**src/rtl/priority_resolver_n.sv**
```systemverilog
// Parametrised 8259A-style interrupt priority resolver: IRR/ISR/IMR, fixed or
// rotating priority with full nesting, two-pulse INTA handshake, EOI/AEOI.
module priority_resolver_n #(
  parameter int N_IRQ = 8,
  parameter int VEC_W = 3
) (
  input  logic             clk,
  input  logic             rst,
  input  logic [N_IRQ-1:0] ir,
  input  logic             ltim,
  input  logic             aeoi,
  input  logic             imr_wr,
  input  logic [N_IRQ-1:0] imr_din,
  input  logic             cmd_valid,
  input  logic [2:0]       cmd_op,
  input  logic [VEC_W-1:0] cmd_lvl,
  input  logic             inta,
  output logic             int_o,
  output logic [VEC_W-1:0] vec,
  output logic             vec_valid,
  output logic             spurious,
  output logic [N_IRQ-1:0] irr,
  output logic [N_IRQ-1:0] isr,
  output logic [N_IRQ-1:0] imr
);

  typedef enum logic {IDLE = 1'b0, ACK1 = 1'b1} state_t;

  state_t           state_q, state_d;
  logic [N_IRQ-1:0] irr_q, irr_d, isr_q, isr_d, imr_q, imr_d, ir_q;
  logic [N_IRQ-1:0] pend, isr_clr, isr_set;
  logic [VEC_W-1:0] lowest_q, lowest_d, vec_r_q, vec_r_d, vec_q, vec_d;
  logic             spur_r_q, spur_r_d, auto_rot_q, auto_rot_d;
  logic             vec_valid_q, vec_valid_d, spurious_q, spurious_d;
  logic [VEC_W-1:0] idx, cand, top_isr, cand_rank, top_rank;
  logic             cand_found, top_found;
  logic             ack1, ack2, aeoi_clr, cmd_rot;
  logic [VEC_W-1:0] cmd_rot_lvl;

  // Walk from lowest priority up so the last hit is the highest-priority bit;
  // the loop index doubles as the rank (0 = highest).
  always_comb begin
    pend       = irr_q & ~imr_q;
    idx        = '0;
    cand       = '0;
    cand_rank  = '0;
    cand_found = 1'b0;
    top_isr    = '0;
    top_rank   = '0;
    top_found  = 1'b0;
    for (int k = N_IRQ - 1; k >= 0; k--) begin
      idx = lowest_q + VEC_W'(k + 1);
      if (pend[idx]) begin
        cand       = idx;
        cand_rank  = VEC_W'(k);
        cand_found = 1'b1;
      end
      if (isr_q[idx]) begin
        top_isr   = idx;
        top_rank  = VEC_W'(k);
        top_found = 1'b1;
      end
    end
  end

  always_ff @(posedge clk or posedge rst) begin
    if (rst) state_q <= IDLE;
    else     state_q <= state_d;
  end

  always_comb begin
    state_d = state_q;
    case (state_q)
      IDLE:    if (inta) state_d = ACK1;
      ACK1:    if (inta) state_d = IDLE;
      default: state_d = IDLE;
    endcase
  end

  always_comb begin
    ack1        = (state_q == IDLE) && inta;
    ack2        = (state_q == ACK1) && inta;
    int_o       = (state_q == IDLE) && cand_found && (!top_found || (cand_rank < top_rank));
    vec_valid_d = ack2;
    spurious_d  = ack2 && spur_r_q;
    vec_d       = ack2 ? vec_r_q : vec_q;
  end

  always_comb begin
    aeoi_clr = ack2 && aeoi && !spur_r_q;
    if (ltim) begin
      irr_d = ir;
    end else begin
      irr_d = ir & (irr_q | ~ir_q);
      if (ack1 && cand_found) irr_d[cand] = 1'b0;
    end

    isr_clr     = '0;
    isr_set     = '0;
    cmd_rot     = 1'b0;
    cmd_rot_lvl = cmd_lvl;
    auto_rot_d  = auto_rot_q;
    if (cmd_valid) begin
      case (cmd_op)
        3'b001: if (top_found) isr_clr[top_isr] = 1'b1;
        3'b011: isr_clr[cmd_lvl] = 1'b1;
        3'b101: if (top_found) begin
          isr_clr[top_isr] = 1'b1;
          cmd_rot          = 1'b1;
          cmd_rot_lvl      = top_isr;
        end
        3'b111: begin
          isr_clr[cmd_lvl] = 1'b1;
          cmd_rot          = 1'b1;
        end
        3'b110: cmd_rot = 1'b1;
        3'b100: auto_rot_d = 1'b1;
        3'b000: auto_rot_d = 1'b0;
        default: ;
      endcase
    end
    if (aeoi_clr) isr_clr[vec_r_q] = 1'b1;
    // Setting after clearing lets a same-cycle acknowledge win over an EOI.
    if (ack1 && cand_found) isr_set[cand] = 1'b1;
    isr_d = (isr_q & ~isr_clr) | isr_set;

    lowest_d = lowest_q;
    if (aeoi_clr && auto_rot_q) lowest_d = vec_r_q;
    if (cmd_rot) lowest_d = cmd_rot_lvl;

    imr_d    = imr_wr ? imr_din : imr_q;
    vec_r_d  = vec_r_q;
    spur_r_d = spur_r_q;
    if (ack1) begin
      vec_r_d  = cand_found ? cand : VEC_W'(N_IRQ - 1);
      spur_r_d = !cand_found;
    end
  end

  always_ff @(posedge clk or posedge rst) begin
    if (rst) begin
      irr_q       <= '0;
      isr_q       <= '0;
      imr_q       <= '0;
      ir_q        <= '0;
      lowest_q    <= VEC_W'(N_IRQ - 1);
      auto_rot_q  <= 1'b0;
      vec_r_q     <= '0;
      spur_r_q    <= 1'b0;
      vec_q       <= '0;
      vec_valid_q <= 1'b0;
      spurious_q  <= 1'b0;
    end else begin
      irr_q       <= irr_d;
      isr_q       <= isr_d;
      imr_q       <= imr_d;
      ir_q        <= ir;
      lowest_q    <= lowest_d;
      auto_rot_q  <= auto_rot_d;
      vec_r_q     <= vec_r_d;
      spur_r_q    <= spur_r_d;
      vec_q       <= vec_d;
      vec_valid_q <= vec_valid_d;
      spurious_q  <= spurious_d;
    end
  end

  assign vec       = vec_q;
  assign vec_valid = vec_valid_q;
  assign spurious  = spurious_q;
  assign irr       = irr_q;
  assign isr       = isr_q;
  assign imr       = imr_q;

endmodule

```
**config.mk**
```make
export PLATFORM = sky130hd
export DESIGN_NAME = priority_resolver_n
export DESIGN_NICKNAME = d
export VERILOG_FILES = /design/src/rtl/priority_resolver_n.sv
export SDC_FILE = /design/constraint.sdc
export NUM_CORES = 1
export LEC_CHECK = 0
export ABC_CLOCK_PERIOD_IN_PS = 4850
export CAP_MARGIN = 20
export CORE_MARGIN = 1
export CORE_UTILIZATION = 45
export CTS_BUF_LIST = sky130_fd_sc_hd__clkbuf_8 sky130_fd_sc_hd__clkbuf_16
export DETAILED_ROUTE_END_ITERATION = 6
export PLACE_DENSITY = 0.65
export SLEW_MARGIN = 20
export SYNTH_ARGS = -nofsm -noshare
export SYNTH_HDL_FRONTEND = slang
export SYNTH_SLANG_ARGS = --single-unit
```
**constraint.sdc**
```tcl
create_clock -name clk -period 4.85 [get_ports clk]
set_input_delay 0.97 -clock clk [delete_from_list [all_inputs] [get_ports clk]]
set_output_delay 0.97 -clock clk [all_outputs]
set_load 0.005 [all_outputs]
```
---- Word-level counts from Yosys, hierarchy flattened ----
Index checks and enable logic that the tools add are counted.
word-level totals
  input port bits ......................... 29
  register bits after elaboration ......... 46
  logic and storage cells ................. 186
operators by class
  mux-type cells .......................... 108
  bitwise operators ....................... 12
  equality and inequality tests ........... 6
  add/subtract/negate cells ............... 7
  order comparisons ....................... 17
  reduce and logical (&&, ||, !) cells .... 24
operators by type and width
  cell                                                                                  number
  3-bit 2-to-1 mux                                                                      38
  1-bit binary-select mux with 3-bit select                                             16
  3-bit by 4-bit less-than comparator with 1-bit output (second input constant)         12
  8-bit 2-to-1 mux                                                                      6
  1-bit 2-to-1 mux                                                                      40
  8-bit AND                                                                             4
  8-bit NOT                                                                             4
  8-bit OR                                                                              3
  8-bit case mux with 2 select lines                                                    1
  1-bit logical AND                                                                     13
  3-bit adder (second input constant)                                                   4
  1-bit demux with 3-bit select                                                         4
  3-bit equality test (second input constant)                                           4
  3-bit by 1-bit greater-or-equal comparator with 1-bit output (second input constant)  4
  3-bit by 2-bit adder with 3-bit output (second input constant)                        2
  1-bit case mux with 2 select lines                                                    3
  2-bit OR reduction                                                                    3
  2-bit nonzero test                                                                    2
  3-bit by 1-bit adder with 3-bit output (second input constant)                        1
  3-bit by 1-bit equality test with 1-bit output (second input constant)                1
  3-bit by 2-bit equality test with 1-bit output (second input constant)                1
  1-bit logical NOT                                                                     3
  3-bit logical NOT                                                                     1
  3-bit less-than comparator                                                            1
  other kinds (3)                                                                       3

---- Logic depth before layout (Yosys ltp) ----
Gate-level depths: netlist of the first run.
  word-level depth ........................ 22
  gate-level depth with buffers ........... 13

---- Worst setup path after synthesis of the first run ----
Ideal clock, no wire load.
  path type ............................... register to output
  start ................................... reg lowest_q[1]
  end ..................................... out int_o
  arrival ................................. 3.315 ns
  path buffers ............................ 2
  cell stages (with the launch flop) ...... 13
  data required time ...................... 3.880 ns
  slack ................................... 0.565 ns
  path through ............................ dfstp_2 buf_2 clkinv_1 ha_1 buf_2 mux4_2 mux2_2 o22ai_2 o221a_2 o21ai_1 a311o_1 a21o_1 a31oi_1
on the way
  word-level cells in the longest chain between the ends .. 13
  elaborated cells between the ends (all ways) .. 76
  those cells by class .................... add/sub: 7; order compare: 1; mux: 64; reduce/logical: 4
ends and longest elaborated chain
  item                                                               line  text
  start: declaration                                                 32    logic [VEC_W-1:0] lowest_q, lowest_d, vec_r_q, vec_r_d, vec_q, vec_d;
  start signal: assignment                                           146   lowest_q <= VEC_W'(N_IRQ - 1);
  start signal: assignment                                           158   lowest_q <= lowest_d;
  3-bit adder (tied with other cells)                                52    idx = lowest_q + VEC_W'(k + 1);
  1-bit binary-select mux with 3-bit select (tied with other cells)  53    if (pend[idx]) begin
  1-bit 2-to-1 mux (not written as such) (tied with other cells)     53
  3-bit 2-to-1 mux (tied with other cells) (7 in a row)              53
  3-bit less-than comparator or 1-bit logical NOT (tied branches)    83    int_o = (state_q == IDLE) && cand_found && (!top_found || (cand_rank < top_rank));
  1-bit logical OR                                                   83
  1-bit logical AND (*)                                              83
  end: declaration                                                   18    output logic int_o,
Every way passes the cells marked *; elsewhere a longest branch is shown, timed or not. The select of a mux whose other input is x is not followed.

---- Worst setup path after layout of the first run ----
Same ends and word-level chain as after synthesis.

==> impl_metrics.py, run 1 <==
metrics = {
    "sta": {
        "rsz0062_at_grt": "no",
        "setup_tns_ns": 0,
        "fmax_ghz": 0.225,
        "final-setup-viol-count": 0,
        "relSlewSlack_pct": 35.8,
        "slew_violations": 0,
        "min_period_over_period_pct": 91.8,
        "period_needed_ns": 4.45,
        "worst_pin_slew_ns": 0.961,
        "skew_ns": 0.0174,
        "final_hold_viol_count": 0,
    },
    "synth": {
        "synth_compound_area_share_pct": 19.7,
        "synthSimpleGateAreaFrac_pct": 19.2,
        "synthArstFlopShare_pct": 100,
        "synth_seq_cells": 46,
        "synth_top_family_by_area": "multiplexers",
        "ys.flop_type": "dfrtp_1",
        "synth_edf_count": 0,
        "syn_nets": 459,
        "netlist_area_mm2": 0.00421,
        "synth_mux_area_share_pct": 25.6,
        "avgSynthCellArea_um2": 9.92,
        "yosys_warnings": 0,
        "synth-xor-area-share_pct": 1.87,
        "yosys.area_share.adder_pct": 1.79,
        "yosysSeqAreaShare_pct": 27.5,
        "synthCells": 424,
        "synth_cell_types": 80,
    },
    "finish": {
        "n_fill_cell": 789,
        "antenna_cells": 0,
        "multiInputGateArea_mm2": 0.00289,
        "drive_above_1_share_pct": 19.8,
        "nets": 519,
        "area_growth_pct": 20.3,
        "seq_area_mm2": 0.00115,
    },
    "critical_path": {
        "worstReg2RegStart": "lowest_q[1]",
        "r2r_setup_slack_ns": 1.24,
        "worstSetupPathType": "reg -> out",
        "crit_chain": "clkinv_1 > ha_4 > mux4_2 > mux2_2 > o22ai_2 > o221a_2 > o21ai_1 > a311o_1 > a21o_1 > a31oi_2 > dlymetal6s2s_1",
        "reg2reg_depth": 12,
        "endpoint_kind": "primary output",
        "r2r_end": "isr[7]",
        "cp_data_arrival_time_ns": 3.48,
        "slowest_delay_ns": 0.56,
        "start_kind": "register",
        "crit_family": "compound AO/OA/AOI/OAI gates",
        "required_ns": 3.88,
        "cp.buffers_inverters": 2,
        "crit_slowest_cell": "dfstp_2",
        "crit_fanout": 6,
    },
    "detailed_routing": {
        "vias": 3886,
        "wl_per_cell_um": 20.8,
        "drtPass1Iterations": 5,
        "drt_wl_total_um": 12300,
        "viasPerCell": 6.55,
        "drt_iter0_drc": 246,
        "drc": 0,
        "postRouteAntennaNets": 0,
    },
    "clock_tree": {
        "cts-root-buf": "clkbuf_8",
        "cts_made_buffers": 5,
        "clkTransAtPathRegs_ns": 0.10,
        "tritoncts": "yes",
        "cts_buffer_depth": 2,
        "htreeDepth": 2,
        "cts.sinks": 46,
        "insertion_delay_ns": 0.31,
    },
    "min_path": {
        "hold_depth": 3,
        "hold_end": "irr[7]",
        "holdCritStartpoint": "ir_q[7]",
        "hold_path_class": "reg -> reg",
    },
    "global_route": {
        "antenna_found_initial": 0,
        "grt_usage_pct": 26.5,
        "grt_pass1_vias": 3804,
        "grt_max_degree": 47,
        "gr-total-overflow": 0,
        "grt_pass1_wl_um": 20300,
    },
    "floorplan": {
        "num_rows": 34,
        "core_area_mm2": 0.00889,
        "boundaryPins": 59,
        "die_area_mm2": 0.00974,
        "die_x_um": 98.7,
        "dieHeight_um": 98.7,
        "start_util_pct": 47.3,
    },
    "placement": {
        "routabilityCongestion": 0.911,
        "port_buffers": 58,
        "dp_hpwl_um": 9390,
    },
    "job": {
        "maxCapViolations": 0,
    },
    "run_status": {
        "status": "finished clean",
    },
}
## worst min-delay path, cell delays in order, from the launching register on
cell     delay (ns)
dfrtp_1        0.34
nand2_1        0.04
nand2_1        0.06
a31oi_1        0.04
## through the flow
step                      hold slack [ns]  cell area (um^2)  setup WS, ns  instances  util (%)
after global placement              0.471              4900         0.229        583      55.1
after CTS                           0.498              5030        0.0174        591      56.5
final                               0.496              5060         0.400        593      56.9
after detailed placement            0.484              4900         0.201        583      55.1
after global routing                0.517              5060         0.274        593      56.9
after floorplan                     0.463              4210         0.565        424         -
## area by class of cell
type / instances / share of cell area, %
tap: 108 / 2.67
inverter: 12 / 0.990
clock buffer: 5 / 1.36
sequential: 46 / 22.8
multi-input combinational: 344 / 57.1
clock inverter: 3 / 0.544
timing repair buffer: 75 / 14.4
## state kept, by name, summed over array words and instances (netlist names)
name and count:
spurious 1, lowest_q 3, vec_valid 1, imr 8, vec 3, auto_rot_q 1, irr 8, isr 8
ir_q 8, spur_r_q 1, state_q 1, vec_r_q 3
## placed cells by master (no fill, tap or decap), types with 14 or more instances in the layout
cell and instances:
mux2_2 17, mux2i_1 22, clkdlybuf4s50_1 57, dfrtp_1 43
nand2b_1 14, nand3_1 14, buf_4 15, nand2_1 49
nor2_1 27, mux4_2 28
## cells by family (layout without fill, tap and decap cells)
logic type,Yosys count,count (layout)
buffers and inverters,34,95
and+or+nand+nor,154,154
muxes,69,69
DFF,46,46
AOI/OAI and AO/OA,109,109
adders and majority gates,6,6
xor gates and xnor gates,6,6
## how the worst max path moves through the flow
stage / endpoint / start / depth (start not counted)
after floorplan: int_o / lowest_q[1] / 12
after global placement: int_o / lowest_q[0] / 10
after detailed placement: int_o / lowest_q[0] / 10
after CTS: int_o / lowest_q[1] / 11
after global routing: int_o / lowest_q[1] / 11
final: int_o / lowest_q[1] / 11
## timing repair
item,4_1_cts,5_1_grt
pin swaps,0,1
setup endpoints to repair,1,1
setup buffers,0,2
gates resized for setup,6,4
hold buffers,0,0
## metal layers
metal	part of all wire (%)	vias up	wire, um	global-route usage (%)
li1	-	1776	-	-
met1	46	1916	5640	39.5
met2	46	185	5690	41.1
met3	7.6	9	940	3.97
met4	0.66	0	82	5.28
met5	0	-	0	0
## cell usage after synthesis, drive strengths merged (3+ instances only)
master | count | area, um^2
nand2 | 49 | 184
dfrtp | 43 | 1080
mux4 | 28 | 631
nor2 | 27 | 101
mux2i | 24 | 256
buf | 17 | 113
mux2 | 17 | 191
a21oi | 15 | 82.6
a31oi | 14 | 87.6
nand2b | 14 | 87.6
nand3 | 14 | 70.1
o21ai | 14 | 70.1
nor2b | 12 | 75.1
inv | 10 | 42.5
o32ai | 8 | 70.1
o211ai | 7 | 62.6
ha | 6 | 75.1
o221ai | 6 | 52.6
a21o | 5 | 37.5
and2 | 5 | 31.3
clkbuf | 5 | 18.8
nand3b | 5 | 37.5
o311ai | 5 | 43.8
a22oi | 4 | 30.0
nor3b | 4 | 35.0
dfstp | 3 | 78.8
nand4 | 3 | 18.8
nor3 | 3 | 15.0
nor4b | 3 | 32.5
o22ai | 3 | 25.0
o31ai | 3 | 22.5
xnor2 | 3 | 33.8
xor2 | 3 | 45.1
Power of run 1 is not shown: default switching activity piles up to over one toggle a cycle in this logic, so the estimate is an artifact.
==> run 2: changes to the inputs <==
ABC_CLOCK_PERIOD_IN_PS = 5000   (was 4850)
clock period = 5 ns   (was 4.85 ns; I/O delays follow)
==> run 2 against run 1 <==
Against the previous run: non-clock buffer count decreased by 4; routed wire length increased by 1.0%; worst setup slack better by 0.067 ns; global-route usage up 0.15 points; hold slack got worse by 0.0023 ns; count of clock-buffer cells in the layout is the same; via count up 1.6%; critical path depth stayed put; die area unchanged; clock skew is 0.015 ns lower; sequential cell count did not move; register-to-register slack gained 0.20 ns; critical path type unchanged; largest cell class unchanged; highest routed layer unchanged.
==> impl_metrics.py, run 2 (synthesis gave the netlist of run 1 again) <==
metrics = {
    "run_status": {
        "status": "finished clean",
    },
    "global_route": {
        "antenna_found_initial": 0,
        "grt_max_degree": 47,
        "gr-total-overflow": 0,
        "grt_pass1_vias": 3741,
        "grt_usage_pct": 26.6,
        "grt_pass1_wl_um": 20400,
    },
    "min_path": {
        "hold_path_class": "reg -> reg",
        "holdCritStartpoint": "ir_q[3]",
    },
    "critical_path": {
        "crit_fanout": 16,
        "critPathLaunch": "lowest_q[0]",
        "cp_data_arrival_time_ns": 3.53,
        "worstReg2RegStart": "lowest_q[0]",
        "endpoint_kind": "primary output",
        "start_kind": "register",
        "required_ns": 4.00,
        "worstSetupPathType": "reg -> out",
    },
    "detailed_routing": {
        "wl_per_cell_um": 21.2,
        "viasPerCell": 6.70,
        "postRouteAntennaNets": 0,
        "drc": 0,
        "drt_wl_total_um": 12500,
        "vias": 3947,
        "drt_iter0_drc": 352,
        "drtPass1Iterations": 5,
    },
    "clock_tree": {
        "cts_buffer_depth": 2,
        "tritoncts": "yes",
        "clkTransAtPathRegs_ns": 0.09,
        "cts-root-buf": "clkbuf_8",
        "cts.sinks": 46,
        "insertion_delay_ns": 0.30,
        "htreeDepth": 2,
        "cts_made_buffers": 5,
    },
    "floorplan": {
        "core_area_mm2": 0.00889,
        "boundaryPins": 59,
        "num_rows": 34,
        "die_x_um": 98.7,
        "die_area_mm2": 0.00974,
        "start_util_pct": 47.3,
        "dieHeight_um": 98.7,
    },
    "sta": {
        "whs_ns": 0.494,
        "worst_pin_slew_ns": 0.957,
        "fmax_ghz": 0.221,
        "min_period_over_period_pct": 90.7,
        "skew_ns": 0.00231,
        "final-setup-viol-count": 0,
        "relSlewSlack_pct": 35.9,
        "rsz0062_at_grt": "no",
        "final_hold_viol_count": 0,
        "slew_violations": 0,
        "setup_tns_ns": 0,
        "period_needed_ns": 4.53,
    },
    "finish": {
        "nets": 515,
        "antenna_cells": 0,
        "n_fill_cell": 772,
        "mostFrequentLayoutCells": "clkdlybuf4s50_1, nand2_1, dfrtp_1",
        "final_common_cell": "clkdlybuf4s50_1",
        "drive_above_1_share_pct": 19.5,
        "area_growth_pct": 20.2,
        "fin_util_pct": 56.9,
    },
    "job": {
        "maxCapViolations": 0,
    },
    "placement": {
        "routabilityCongestion": 0.967,
        "port_buffers": 58,
        "dp_hpwl_um": 9410,
    },
}
run 2: changes by cell type in the layout (fill, tap and decap cells not counted), sizes merged:
cell | previous run | this run
buf | 17 | 13
clkinv | 2 | 4
bufinv | 0 | 1
inv | 12 | 10
clkinvlp | 1 | 0
run 2: critical path, cell delays in order, from the launching register on:
cell and delay [ns]:
dfstp_2 0.60, inv_6 0.10, ha_4 0.35, mux4_2 0.51
mux2_2 0.30, o22ai_2 0.21, o221a_2 0.21, o21ai_1 0.09
a311o_1 0.28, a21o_1 0.20, a31oi_2 0.21, dlymetal6s2s_1 0.17
run 2: metal layers:
layer / up-vias / GRT usage (%) / routed length, um
met5: - / 0 / 0
met4: 0 / 4.36 / 76
met3: 7 / 4.40 / 993
met2: 192 / 39.9 / 5650
met1: 1982 / 41.1 / 5750
li1: 1766 / - / -
run 2: repair_timing:
item                                    4_1_cts  5_1_grt
endpoints found under the setup margin        1        1
setup buffers                                 0        1
pin swaps                                     0        1
hold buffers                                  0        0
resized for setup                             7        5
run 2: final cells by class:
class                           count  area (um^2)  share of cell area (%)
Clock inverter                      3         43.8                   0.866
Clock buffer                        5         68.8                    1.36
Sequential cell                    46         1150                    22.8
Tap cell                          108          135                    2.67
Multi-Input combinational cell    344         2900                    57.4
Timing Repair Buffer               71          701                    13.9
Inverter                           12         51.3                    1.01
run 2: path summary, 6_finish.rpt:
kind	endpoint	slack, ns	cells after the start
worst min-delay path	irr[3]	0.49	3
worst min register to register	irr[3]	0.49	3
max in group asynchronous	auto_rot_q	3.37	2
worst max register to register	irr[7]	1.44	10
min in group asynchronous	ir_q[5]	1.15	2
worst max-delay path	int_o	0.47	11
run 2: through the flow:
step,worst slack [ns],std cells,cell area (um^2)
after floorplan,0.685,424,4210
final,0.467,589,5060
after global placement,0.226,580,4880
after CTS,0.0382,588,5020
after global routing,0.331,589,5060
after detailed placement,0.225,580,4880
Power of run 2 is left out for the same reason.
==> run 3: changes to the inputs <==
SKIP_LAST_GASP = 1   (was not set)
==> results of run 3 <==
Final layout, timing and power as in run 2 (identical DEF).
Power of run 3 is left out for the same reason.
==> RTL change, RTL diff (settings of run 1) <==
Change the parameter `VEC_W` from 3 to 6.
--- a/src/rtl/priority_resolver_n.sv
+++ b/src/rtl/priority_resolver_n.sv
@@ -2,7 +2,7 @@
 // rotating priority with full nesting, two-pulse INTA handshake, EOI/AEOI.
 module priority_resolver_n #(
   parameter int N_IRQ = 8,
-  parameter int VEC_W = 3
+  parameter int VEC_W = 6
 ) (
   input  logic             clk,
   input  logic             rst,
Interface: changed (resized cmd_lvl and vec); port bits go from 59 to 65. The function was not compared with the original's and may differ.
==> RTL change against run 1 <==
- wire length rose by 46%
- the flow now finishes with violations (DRC)
- register-to-register slack lost 0.31 ns
- worst setup slack got worse by 0.24 ns
- cell area grew 29%
- critical path depth increased by 1
- sequential cell count grew 9
- clock skew down 0.0067 ns
- area after synthesis rose by 27%
Power is not shown: default switching activity piles up to over one toggle a cycle in this logic, so the estimate is an artifact.
==> RTL change: results (changes against run 1) <==
| Metric | Value |
|---|---|
| Run status | complete, but fails checks |
| Failing checks | DRC |
| Starting DRT DRC Count | 609 (+150%) |
| Data arrival time of the critical path | 3.72 ns (+0.24 ns) |
| Sequential portion of the cell area | 21.2% (-1.7 points) |
| Net count after synthesis | 653 (+42%) |
| Length of the first detailed-routing pass in iterations | 7 (+2) |
| Number of global-route vias before repair | 5295 (+39%) |
| DRC violation count after routing | 2 (+2) |
| #MultiIn Comb | 498 (+45%) |
| Kind of cell adding the most delay to the critical path | buffers and inverters |
| Setup Skew | 0.0107 ns (-0.00669 ns) |
| Cells after DPL | 806 (+38%) |
| Sequential cell area fraction in the yosys report | 25.7% (-1.7 points) |
| Number of instances resized during post-cts repair | 3 (-3) |
| Share of cell area taken by multi-input logic gates | 58.5% (+1.4 points) |
| Wire length on met1 | 7570 um (+34%) |
| Combined global-route utilization of all metal layers | 29.6% (+3.1 points) |
| Synthesized flop and latch total | 55 (+20%) |
| Non-clock buffer share of cell area | 14.1% (-0.35 points) |
| Via density per instance | 6.60 (+0.73%) |
| Total of plain and repair buffers excluding clock buffers | 97 (+29%) |
| Crit path largest cell delay | 0.63 ns (+0.07 ns) |
| Met1 layer usage reported by global route | 40.4% (+0.85 points) |
| Clock edge transition at the registers on the reported setup and hold paths | 0.08 ns (-0.02 ns) |
| Grt met2 use | 47.8% (+6.7 points) |
RTL change: worst paths after layout:
kind	start	endpoint	slack, ns	cells past startpoint
min in group asynchronous	rst	isr[2]$_DFF_PP0_	1.13	2
worst min register to register	ir_q[5]$_DFF_PP0_	irr[5]$_DFF_PP0_	0.52	2
max in group asynchronous	rst	auto_rot_q$_DFFE_PP0P_	3.26	2
worst min-delay path	ir_q[5]$_DFF_PP0_	irr[5]$_DFF_PP0_	0.52	2
worst max register to register	lowest_q[0]$_DFFE_PP1P_	irr[7]$_DFF_PP0_	0.93	14
worst max-delay path	lowest_q[2]$_DFFE_PP1P_	int_o	0.16	12
RTL change: cell families after synthesis:
| logic type | synth area share (%) |
|---|---|
| and+or+nand+nor | 20.5 |
| AOI/OAI and AO/OA | 21.1 |
| muxes | 20.9 |
| DFF | 25.7 |
| buffers and inverters | 4.57 |
| xor gates and xnor gates | 3.90 |
| adders and majority gates | 3.27 |
